==> config.mk <==
export PLATFORM = sky130hd
export DESIGN_NAME = fsm_prob_b_driver
export DESIGN_NICKNAME = d
export VERILOG_FILES = /design/src/rtl/fsm_prob_b_driver.sv
export SDC_FILE = /design/constraint.sdc
export NUM_CORES = 1
export LEC_CHECK = 0
export ABC_AREA = 0
export CAP_MARGIN = 20
export CORE_MARGIN = 1
export CORE_UTILIZATION = 48
export CTS_BUF_LIST = sky130_fd_sc_hd__clkbuf_2
export CTS_CLUSTER_SIZE = 20
export DETAILED_ROUTE_END_ITERATION = 16
export GPL_ROUTABILITY_DRIVEN = 0
export GPL_TIMING_DRIVEN = 0
export HOLD_SLACK_MARGIN = 0.15
export PLACE_DENSITY = 0.87
export SYNTH_ARGS = -nofsm -noshare
export SYNTH_HDL_FRONTEND = slang
export SYNTH_SLANG_ARGS = --single-unit
export TNS_END_PERCENT = 5
==> constraint.sdc <==
create_clock -name clk -period 2.2 [get_ports clk]
set_input_delay 0.22 -clock clk [delete_from_list [all_inputs] [get_ports clk]]
set_output_delay 0.22 -clock clk [all_outputs]
set_load 0.005 [all_outputs]
==> src/rtl/fsm_prob_b_driver.sv <==
// fsm_prob_b_driver
// Drives the i/j inputs of an fsm_prob_b instance so that it reaches a
// requested goal state. The driver tracks its own copy of the controlled FSM
// and compares the observed x/y outputs against the expected outputs.
module fsm_prob_b_driver #(
    parameter bit CHECK_EN = 1'b1
) (
    input  logic       clk,
    input  logic       rstn,
    input  logic       goal_valid,
    input  logic [1:0] goal,
    output logic       goal_ready,
    output logic       i,
    output logic       j,
    input  logic       x,
    input  logic       y,
    output logic       done,
    output logic [1:0] steps,
    output logic       mismatch,
    output logic [1:0] model_state
);

    // States of the controlled FSM, encoded as seen on the goal input.
    typedef enum logic [1:0] {
        ST_A = 2'd0,
        ST_B = 2'd1,
        ST_C = 2'd2,
        ST_D = 2'd3
    } fsmState_t;

    // Driver phase: waiting for a goal, or steering toward one.
    typedef enum logic {
        PH_IDLE = 1'b0,
        PH_RUN  = 1'b1
    } phase_t;

    // Transition function of the controlled FSM.
    function automatic fsmState_t nextState(input fsmState_t s,
                                            input logic ii,
                                            input logic jj);
        fsmState_t n;
        n = s;
        case (s)
            ST_A:    n = ii ? ST_B : ST_A;
            ST_B:    n = ii ? ST_C : ST_D;
            ST_C:    n = ii ? ST_B : (jj ? ST_C : ST_D);
            ST_D:    n = ii ? ST_D : (jj ? ST_C : ST_A);
            default: n = ST_A;
        endcase
        return n;
    endfunction

    // Expected {x,y} of the controlled FSM in each state.
    function automatic logic [1:0] expectedXy(input fsmState_t s);
        logic [1:0] o;
        o = 2'b11;
        case (s)
            ST_A:    o = 2'b11;
            ST_B:    o = 2'b01;
            ST_C:    o = 2'b10;
            ST_D:    o = 2'b10;
            default: o = 2'b11;
        endcase
        return o;
    endfunction

    // {i,j} that moves the FSM one transition closer to the target.
    // Every pair here is a real transition, so each RUN edge counts as one step.
    function automatic logic [1:0] stepIj(input fsmState_t s,
                                          input fsmState_t target);
        logic [1:0] o;
        o = 2'b00;
        case (s)
            ST_A:    o = 2'b10;
            ST_B:    o = (target == ST_C) ? 2'b10 : 2'b00;
            ST_C:    o = (target == ST_B) ? 2'b10 : 2'b00;
            ST_D:    o = (target == ST_A) ? 2'b00 : 2'b01;
            default: o = 2'b00;
        endcase
        return o;
    endfunction

    // {i,j} that keeps the FSM where it is; B has no self loop and drifts to D.
    function automatic logic [1:0] holdIj(input fsmState_t s);
        logic [1:0] o;
        o = 2'b00;
        case (s)
            ST_A:    o = 2'b00;
            ST_B:    o = 2'b00;
            ST_C:    o = 2'b01;
            ST_D:    o = 2'b10;
            default: o = 2'b00;
        endcase
        return o;
    endfunction

    phase_t     r_phase;
    fsmState_t  r_modelState;
    fsmState_t  r_goal;
    logic       r_i;
    logic       r_j;
    logic       r_done;
    logic [1:0] r_steps;
    logic [1:0] r_count;
    logic       r_mismatch;

    phase_t     w_phaseNext;
    fsmState_t  w_nm;
    fsmState_t  w_goalIn;
    fsmState_t  w_goalNext;
    logic [1:0] w_ijNext;
    logic       w_doneNext;
    logic [1:0] w_stepsNext;
    logic [1:0] w_countNext;
    logic       w_mismatchNext;
    logic       w_xyBad;

    // State register: every piece of driver state, with synchronous active-low reset.
    always_ff @(posedge clk) begin
        if (!rstn) begin
            r_phase      <= PH_IDLE;
            r_modelState <= ST_A;
            r_goal       <= ST_A;
            r_i          <= 1'b0;
            r_j          <= 1'b0;
            r_done       <= 1'b0;
            r_steps      <= 2'd0;
            r_count      <= 2'd0;
            r_mismatch   <= 1'b0;
        end else begin
            r_phase      <= w_phaseNext;
            r_modelState <= w_nm;
            r_goal       <= w_goalNext;
            r_i          <= w_ijNext[1];
            r_j          <= w_ijNext[0];
            r_done       <= w_doneNext;
            r_steps      <= w_stepsNext;
            r_count      <= w_countNext;
            r_mismatch   <= w_mismatchNext;
        end
    end

    // Next-state logic: advance the model, pick the next stimulus from the
    // model's next state, and handle goal acceptance and completion.
    always_comb begin
        w_nm           = nextState(r_modelState, r_i, r_j);
        w_goalIn       = fsmState_t'(goal);
        w_phaseNext    = r_phase;
        w_goalNext     = r_goal;
        w_ijNext       = holdIj(w_nm);
        w_doneNext     = 1'b0;
        w_stepsNext    = r_steps;
        w_countNext    = r_count;
        w_xyBad        = CHECK_EN && ({x, y} != expectedXy(r_modelState));
        w_mismatchNext = r_mismatch | w_xyBad;

        case (r_phase)
            PH_IDLE: begin
                if (goal_valid) begin
                    w_goalNext  = w_goalIn;
                    w_countNext = 2'd0;
                    if (w_nm == w_goalIn) begin
                        w_doneNext  = 1'b1;
                        w_stepsNext = 2'd0;
                    end else begin
                        w_phaseNext = PH_RUN;
                        w_ijNext    = stepIj(w_nm, w_goalIn);
                    end
                end
            end
            PH_RUN: begin
                if (w_nm == r_goal) begin
                    w_phaseNext = PH_IDLE;
                    w_doneNext  = 1'b1;
                    w_stepsNext = r_count + 2'd1;
                end else begin
                    w_ijNext    = stepIj(w_nm, r_goal);
                    w_countNext = r_count + 2'd1;
                end
            end
            default: begin
                w_phaseNext = PH_IDLE;
            end
        endcase
    end

    assign goal_ready  = (r_phase == PH_IDLE);
    assign i           = r_i;
    assign j           = r_j;
    assign done        = r_done;
    assign steps       = r_steps;
    assign mismatch    = r_mismatch;
    assign model_state = r_modelState;

endmodule

======== Yosys cells after proc, flatten, opt, wreduce, memory -nomap -nowiden ========
Cells that the tools add are included.
operators by class
  equality and inequality tests ........... 17
  reduce and logical (&&, ||, !) cells .... 9
  divide/modulo/power cells ............... 0
  bitwise logic cells ..................... 2
  multiply operators ...................... 0
  shift operators ......................... 0
  add/sub/neg operators ................... 1
  muxes and demuxes ....................... 36
  magnitude comparators ................... 0
operator list
  operator                                                               number
  2-bit 2-to-1 mux                                                       15
  2-bit one-hot mux with 4 select lines                                  3
  2-bit equality test, second input constant                             6
  2-bit one-hot mux with 2 select lines                                  3
  2-bit one-hot mux with 3 select lines                                  2
  1-bit 2-to-1 mux                                                       11
  2-bit by 1-bit equality test with 1-bit output, second input constant  4
  2-bit logical NOT                                                      4
  2-bit equality test                                                    2
  2-bit by 1-bit != test with 1-bit output, second input constant        2
  2-bit != test, second input constant                                   2
  1-bit one-hot mux with 2 select lines                                  2
  2-bit AND reduction                                                    2
  2-bit OR reduction                                                     2
  3-bit AND reduction                                                    1
  2-bit by 1-bit adder with 2-bit output, second input constant          1
  2-bit != test                                                          1
  1-bit NOT                                                              1
  1-bit bitwise OR                                                       1
storage, ports and cells
  bits in read-only memories .............. 0
  logic and storage cells ................. 74
  bits of input ports ..................... 7
  RAM bits ................................ 0
  memories ................................ 0
  bits in registers ....................... 13
  bits in latches ......................... 0

======== Longest topological paths before layout ========
Gate-level depths: netlist of run 1.
  depth in word-level cells ............... 9
  depth in mapped cells ................... 11
  depth with buffers taken out ............ 10

======== Worst setup path before layout of run 1 ========
Ideal clock, no wire load.
  path kind ............................... register to register
  from .................................... reg r_modelState[1], in the netlist model_state[1]
  to ...................................... reg r_i, in the netlist i
  required time ........................... 2,109 ps
  library setup time ...................... 91 ps
  stages on the path, launching flop included .. 11
  setup slack ............................. -31 ps
  arrival ................................. 2,140 ps
  path buffers ............................ 1
  clock period less this slack ............ 2,231 ps
  path through ............................ dfxtp_1 > clkbuf_1 > nor2b_1 > nand3_1 > o21ai_1 > inv_1 > ha_1 > or3_1 > a31oi_1 > nand3_1 > a311oi_1
between the ends
  cells in the longest elaborated chain, start to end .. 8
  elaborated cells between the ends (all ways) .. 19
ends and longest elaborated chain
  item                                                                                 line    RTL
  from (decl)                                                                          98      fsmState_t r_modelState;
  from (signal assigned)                                                               132     r_modelState <= w_nm;
  2-bit equality test (tied with other cells)                                          43      case (s)
  2-bit one-hot mux with 4 select lines (*)                                            43
  net w_nm[1]                                                                          108     fsmState_t w_nm;
  2-bit by 1-bit equality test with 1-bit output or 2-bit logical NOT (tied branches)  73, 87
  2-bit OR reduction (no source line)                                                  -
  2-bit one-hot mux with 3 select lines                                                87      case (s)
  2-bit 2-to-1 mux                                                                     162     if (w_nm == w_goalIn) begin
  2-bit 2-to-1 mux                                                                     159     if (goal_valid) begin
  2-bit one-hot mux with 2 select lines (*)                                            157     case (r_phase)
  to (signal assigned)                                                                 134     r_i <= w_ijNext[1];
  to (decl)                                                                            100     logic r_i;
Mark *: on every way through the listed nets, which the timed path passes. The rest lies on a longest branch.
A chain may end at the register's enable or synchronous reset.

======== Final worst setup path of run 1 ========
Ends and elaborated chain as after synthesis.

==> results of run 1 <==
[cells in the final DEF, fill, tap and decap left out, types with 2 or more instances in the layout]
cell type | synthesis | layout
xnor2_1 | 2 | 2
o21a_1 | 2 | 2
nand4_1 | 2 | 2
a211oi_1 | 2 | 2
a311oi_1 | 6 | 6
nand3_1 | 5 | 5
o21ai_1 | 4 | 3
a311o_1 | 2 | 2
o21ai_0 | 2 | 2
clkbuf_2 | 0 | 4
inv_2 | 2 | 2
a31oi_1 | 3 | 3
inv_1 | 12 | 12
ha_1 | 4 | 3
nor2_1 | 10 | 10
clkdlybuf4s50_1 | 0 | 14
dfxtp_1 | 13 | 11
nand2b_1 | 2 | 2
a21oi_1 | 7 | 7
nand2_1 | 6 | 6
[stage by stage]
step / utilization / hold slack, ns / setup TNS (ns) / setup slack [ns]
after floorplan: - / 0.338 / 0 / 0.0562
after global placement: 0.617 / 0.437 / -0.128 / -0.128
after detailed placement: 0.617 / 0.452 / -0.173 / -0.173
after CTS: 0.639 / 0.354 / 0 / 0.0238
after global routing: 0.646 / 0.414 / 0 / 0.00578
final: 0.646 / 0.374 / 0 / 0.161
[path summary, 6_finish.rpt]
check	to	start	cells after the start
max	i$_SDFF_PN0_	model_state[1]$_SDFF_PN0_	10
min	r_goal[0]$_SDFFE_PN0P_	goal[0]	3
max reg2reg	i$_SDFF_PN0_	model_state[1]$_SDFF_PN0_	10
min reg2reg	steps[1]$_SDFFE_PN0P_	steps[1]$_SDFFE_PN0P_	2
[what timing repair did]
action	CTS	global route
setup buffers	0	0
pin swaps	0	2
hold buffers	0	0
resized for setup	7	5
endpoints found under the setup margin	1	1
[worst max-delay path: stages, from the launching register on]
cell	delay (ns)
dfxtp_4	0.39
buf_6	0.13
nor2b_4	0.15
nand3_1	0.09
o21ai_2	0.10
inv_1	0.10
ha_2	0.21
or3_1	0.30
a31oi_1	0.16
nand3_1	0.09
a311oi_1	0.22
[final cells by class]
cell class / count / area [um^2] / share of cell area
Timing Repair Buffer: 14 / 140 / 0.124
Inverter: 14 / 52.6 / 0.0466
Sequential cell: 13 / 265 / 0.235
Tap cell: 25 / 31.3 / 0.0277
Buffer: 3 / 22.5 / 0.0200
Clock buffer: 4 / 20.0 / 0.0178
Multi-Input combinational cell: 83 / 596 / 0.528
[per-layer routing]
metal,track usage,wire length (um)
met5,0,0
met4,0.0667,14
met3,0.0595,82
met2,0.411,1080
met1,0.297,929
[flip-flops by register name, summed over array words and instances (netlist names)]
signal and cells:
mismatch 1, j 1, i 1, r_phase 1
r_count 2, model_state 2, steps 2, done 1
r_goal 2
[power by group]
part,internal (uW),switching [uW]
Sequential,299,83.6
Combinational,387,429
Clock,48.2,71.2
Total,734,584
[cell families (layout without fill, tap and decap cells)]
kind of cell | Yosys count | count (layout)
AND/OR/NAND/NOR | 40 | 40
AO/OA/AOI/OAI | 36 | 36
buffers and inverters | 18 | 35
flip-flops | 13 | 13
adder cells (fa/ha/maj) | 4 | 4
XOR/XNOR | 2 | 2
multiplexers | 1 | 1
==> out/qor.csv, run 1 <==
stage,metric,value,unit
global_route,grt_usage,0.241,
power_and_ir_drop,leakagePower,0.000407,uW
logic_synthesis,synth_commonest_cells,"13 x dfxtp_1, 12 x inv_1, 10 x nor2_1",
clock_network,cts_buffers,3,
sta,setup_violations,0,
final_layout,fin_nets,143,
logic_synthesis,netlist_instances,114,
place,place_area,1080,um^2
flow_run,drv_cap,0,
worst_hold_path,hold_class,input port to flop,
logic_synthesis,yosysMostFrequentCell,dfxtp_1,
final_layout,drive_gt1_frac,0.145,
final_layout,fin_area,1130,um^2
global_route,grt_pass1_wl,3.64,mm
setup_path,cp-start-kind,flop,
logic_synthesis,syn_area,905,um^2
power_and_ir_drop,power.total,1320,uW
global_route,grt_max_degree,11,
power_and_ir_drop,power_density,1170,nW/um^2
sta,slew_headroom,0.648,
floorplanning,dieHeight,45.4,um
logic_synthesis,synth_mux_area_frac,0.0166,
setup_path,cp-end-kind,flop,
status,status,"finished, final reports clean",
logic_synthesis,ys_warn_count,0,
detailed_routing,antenna_left,0,
power_and_ir_drop,ir_drop,759,uV
sta,rsz0062_at_grt,false,
detailed_routing,routed_via_density,5.81,
floorplanning,num_io_pins,16,
logic_synthesis,synth.top_cell.area_share,0.288,
final_layout,stdcell_count,156,
detailed_routing,via_count,907,
floorplanning,initial_core_util,0.518,
logic_synthesis,synthXorXnorAreaFrac,0.0194,
logic_synthesis,synth_flop_cell,dfxtp_1,
floorplanning,die_w,45.4,um
clock_network,cts_tree,done,
global_route,first_global_vias,858,
clock_network,path_clk_slew,0.11,ns
setup_path,cp.arrival,2.22,ns
floorplanning,fp-row-count,15,
logic_synthesis,synth_nets,125,
clock_network,clkLatencyLatePin,0.26,ns
clock_network,cts_sinks,13,
global_route,overflow,0,
logic_synthesis,synth_area_leaders,"dfxtp_1 29%, a311oi_1 5.8%, ha_1 5.5%",
logic_synthesis,synthAdderAreaFrac,0.0553,
setup_path,required,2.38,ns
clock_network,clk_path_buf_depth,2,
sta,finalCriticalPeriod,2.04,ns
logic_synthesis,synth-seq-cells,13,
logic_synthesis,synth_enable_flop_cells,0,
floorplanning,core,1750,um^2
global_route,antenna_found_initial,0,
setup_path,critPathMaxFanout,10,
logic_synthesis,async_flop_share,0,
setup_path,ff2ff_setup_slack,0.16,ns
detailed_routing,routed_wl,2.11,mm
sta,fmax,491,MHz
final_layout,n_fill_cell,160,
floorplanning,die_area,2060,um^2
logic_synthesis,synth_compound_area_frac,0.293,
detailed_routing,routedWlPerCell,13.5,um
final_layout,area_growth,24.6,%
logic_synthesis,synthSimpleGateAreaFrac,0.252,
clock_network,cts_max_level,1,
logic_synthesis,synth_top_family_by_area,compound AO/OA/AOI/OAI gates,
place,dpl.hpwl,1.55,mm
logic_synthesis,syn_area_per_cell,7.94,um^2
sta,tightestPinTransition,0.524,ns
sta,final_max_slew_viol_count,0,
detailed_routing,drc,0,
detailed_routing,drt-pass1-iter-count,4,
place,post-place-cells,153,
clock_network,root_buffer,clkbuf_2,
sta,finalHoldViolCount,0,
logic_synthesis,yosysSeqAreaShare,0.288,
sta,skew,0.000695,ns
logic_synthesis,yosysTopAreaCell,dfxtp_1,
place,port_buffers,14,
logic_synthesis,synth_cell_types,43,
detailed_routing,drt_iter0_drc,36,
final_layout,n_antenna_cell,0,
sta,finalCritPeriodShare,0.927,
setup_path,critPathKind,flop to flop,
Note: power is estimated with default switching activity, not from simulation.
==> inputs of run 2 (changes only) <==
CORE_UTILIZATION = 45   (was 48)
PLACE_DENSITY = 0.83   (was 0.87)
==> run 2 against run 1 <==
Core utilization is 0.70 points lower; count of clock-buffer cells in the layout did not move; power up 7.0%; highest routed layer unchanged; sequential share of layout area is 0.38 points lower; maximum frequency is 5.4% lower; first-iteration DRC count fell by 44%; global-route usage fell by 2.4 points.
==> out/qor.csv, run 2 (synthesis gave the netlist of run 1 again) <==
stage,metric,value,unit,change
status,status,"finished, final reports clean",,
power_and_ir_drop,power.sequential.fraction,0.272,,-0.018
final_layout,n_fill_cell,165,,+3.1%
clock_network,path_clk_slew,0.12,ns,about the same
sta,slew_headroom,0.638,,-0.00996
sta,fmax,464,MHz,-5.4%
detailed_routing,via_count,946,,+4.3%
place,port_buffers,14,,unchanged
floorplanning,die_area,2190,um^2,+6.4%
place,dpl.hpwl,1.56,mm,+0.78%
floorplanning,fp-row-count,15,,unchanged
flow_run,drv_cap,0,,unchanged
place,dpl_worst_slack,-0.233,ns,-0.0600 ns
clock_network,root_buffer,clkbuf_2,,
final_layout,n_antenna_cell,0,,unchanged
worst_hold_path,hold_class,input port to flop,,
global_route,first_global_vias,834,,-2.8%
sta,fin_ws,0.0457,ns,-0.116 ns
floorplanning,dieHeight,46.8,um,+3.1%
global_route,grt_usage,0.217,,-0.0238
global_route,overflow,0,,unchanged
sta,skew,0.00501,ns,+0.00432 ns
sta,setup_violations,0,,unchanged
place,place_area,1080,um^2,unchanged
sta,finalHoldViolCount,0,,unchanged
sta,final_max_slew_viol_count,0,,unchanged
final_layout,drive_gt1_frac,0.179,,+0.0341
sta,finalCritPeriodShare,0.979,,+0.0526
final_layout,fin_nets,146,,+2.1%
sta,tightestPinTransition,0.540,ns,+0.0158 ns
power_and_ir_drop,combPwrFrac,0.641,,+0.022
clock_network,clk_path_buf_depth,2,,unchanged
power_and_ir_drop,leakagePower,0.000421,uW,+3.4%
setup_path,required,2.38,ns,about the same
global_route,grt_max_degree,11,,unchanged
setup_path,critPathKind,flop to flop,,
power_and_ir_drop,power_density,1230,nW/um^2,+4.8%
sta,finalCriticalPeriod,2.15,ns,+0.116 ns
power_and_ir_drop,p_switching,624,uW,+6.8%
final_layout,layout_commonest_cell,clkdlybuf4s50_1,,
detailed_routing,antenna_left,0,,unchanged
global_route,grt_pass1_wl,3.40,mm,-6.5%
floorplanning,num_io_pins,16,,unchanged
power_and_ir_drop,ir_drop,971,uV,+28%
setup_path,critPathMaxFanout,5,,-5
global_route,antenna_found_initial,0,,unchanged
clock_network,cts_max_level,1,,unchanged
final_layout,stdcell_count,159,,+1.9%
detailed_routing,routedWlPerCell,13.9,um,+2.8%
floorplanning,core,1800,um^2,+3.2%
power_and_ir_drop,clock_power_share,0.087,,-0.004
power_and_ir_drop,intPower,786,uW,+7.2%
final_layout,final_cell_mix,"14 x clkdlybuf4s50_1, 11 x inv_1, 10 x nor2_1, 10 x dfxtp_1, 7 x a21oi_1",,
final_layout,fin_area,1150,um^2,+2.1%
clock_network,clkLatencyLatePin,0.27,ns,about the same
final_layout,final_util,0.639,,-0.00699
setup_path,cp-end-kind,flop,,
detailed_routing,drt-pass1-iter-count,4,,unchanged
setup_path,cp-start-kind,flop,,
place,post-place-cells,153,,unchanged
detailed_routing,routed_wl,2.21,mm,+4.8%
detailed_routing,drc,0,,unchanged
clock_network,cts_sinks,13,,unchanged
clock_network,cts_hold_buffers,0,,unchanged
clock_network,cts_tree,done,,
clock_network,cts_buffers,3,,unchanged
floorplanning,die_w,46.8,um,+3.1%
final_layout,area_growth,27.2,%,
power_and_ir_drop,switching_share,0.442,,-0.000823
power_and_ir_drop,power.total,1410,uW,+7.0%
detailed_routing,drt_iter0_drc,20,,-44%
setup_path,cp.arrival,2.34,ns,+0.12 ns
floorplanning,initial_core_util,0.502,,-0.0162
detailed_routing,routed_via_density,5.95,,+2.3%
[run 2: stage by stage]
step	hold slack, ns	TNS, ns
floorplan	0.338	0
CTS	0.349	0
detailed placement	0.440	-0.233
global placement	0.436	-0.139
global route	0.391	-0.0207
finish	0.360	0
[run 2: final timing paths]
| kind | endpoint | slack, ns | startpoint | depth (start not counted) |
|---|---|---|---|---|
| worst min register to register | steps[0]$_SDFFE_PN0P_ | 0.45 | steps[0]$_SDFFE_PN0P_ | 2 |
| worst max register to register | i$_SDFF_PN0_ | 0.05 | model_state[1]$_SDFF_PN0_ | 8 |
| worst min-delay path | r_goal[0]$_SDFFE_PN0P_ | 0.36 | goal[0] | 3 |
| worst max-delay path | i$_SDFF_PN0_ | 0.05 | model_state[1]$_SDFF_PN0_ | 8 |
[run 2: repair_timing]
item,CTS,global route
pin swaps,1,3
hold endpoints to repair,0,0
setup endpoints to repair,1,1
gates resized for setup,7,7
setup buffers,0,3
[run 2: cell type report]
class,count,area (um^2),area share
Tap cell,25,31.3,0.0272
Buffer,3,22.5,0.0196
Multi-Input combinational cell,83,596,0.517
Timing Repair Buffer,17,163,0.141
Sequential cell,13,267,0.232
Inverter,14,52.6,0.0457
Clock buffer,4,20.0,0.0174
[run 2: critical path, cell delays in order, from the launching register on]
cell	delay (ns)
dfxtp_4	0.38
nand2b_1	0.19
o221ai_2	0.26
inv_1	0.13
ha_2	0.23
or3_1	0.31
a31oi_1	0.18
nand3_1	0.11
a311oi_1	0.29
[run 2: power by group through the flow]
stage	Sequential [uW]	Clock, uW	Combinational (uW)
floorplan	353	0	549
global placement	360	0	753
detailed placement	365	0	780
CTS	377	127	797
global route	396	138	966
finish	383	123	905
[run 2: layer usage]
layer / wire length [um] / up-vias / GRT usage
met5: 0 / - / 0
met4: 63 / 0 / 0.0857
met3: 132 / 12 / 0.0769
met2: 1080 / 36 / 0.383
met1: 938 / 437 / 0.236
li1: - / 461 / -
==> inputs of run 3 (changes only) <==
CTS_CLUSTER_SIZE = default   (was 20)
==> results of run 3 <==
Same layout as run 2: the final DEF is identical, and so are final timing and power.
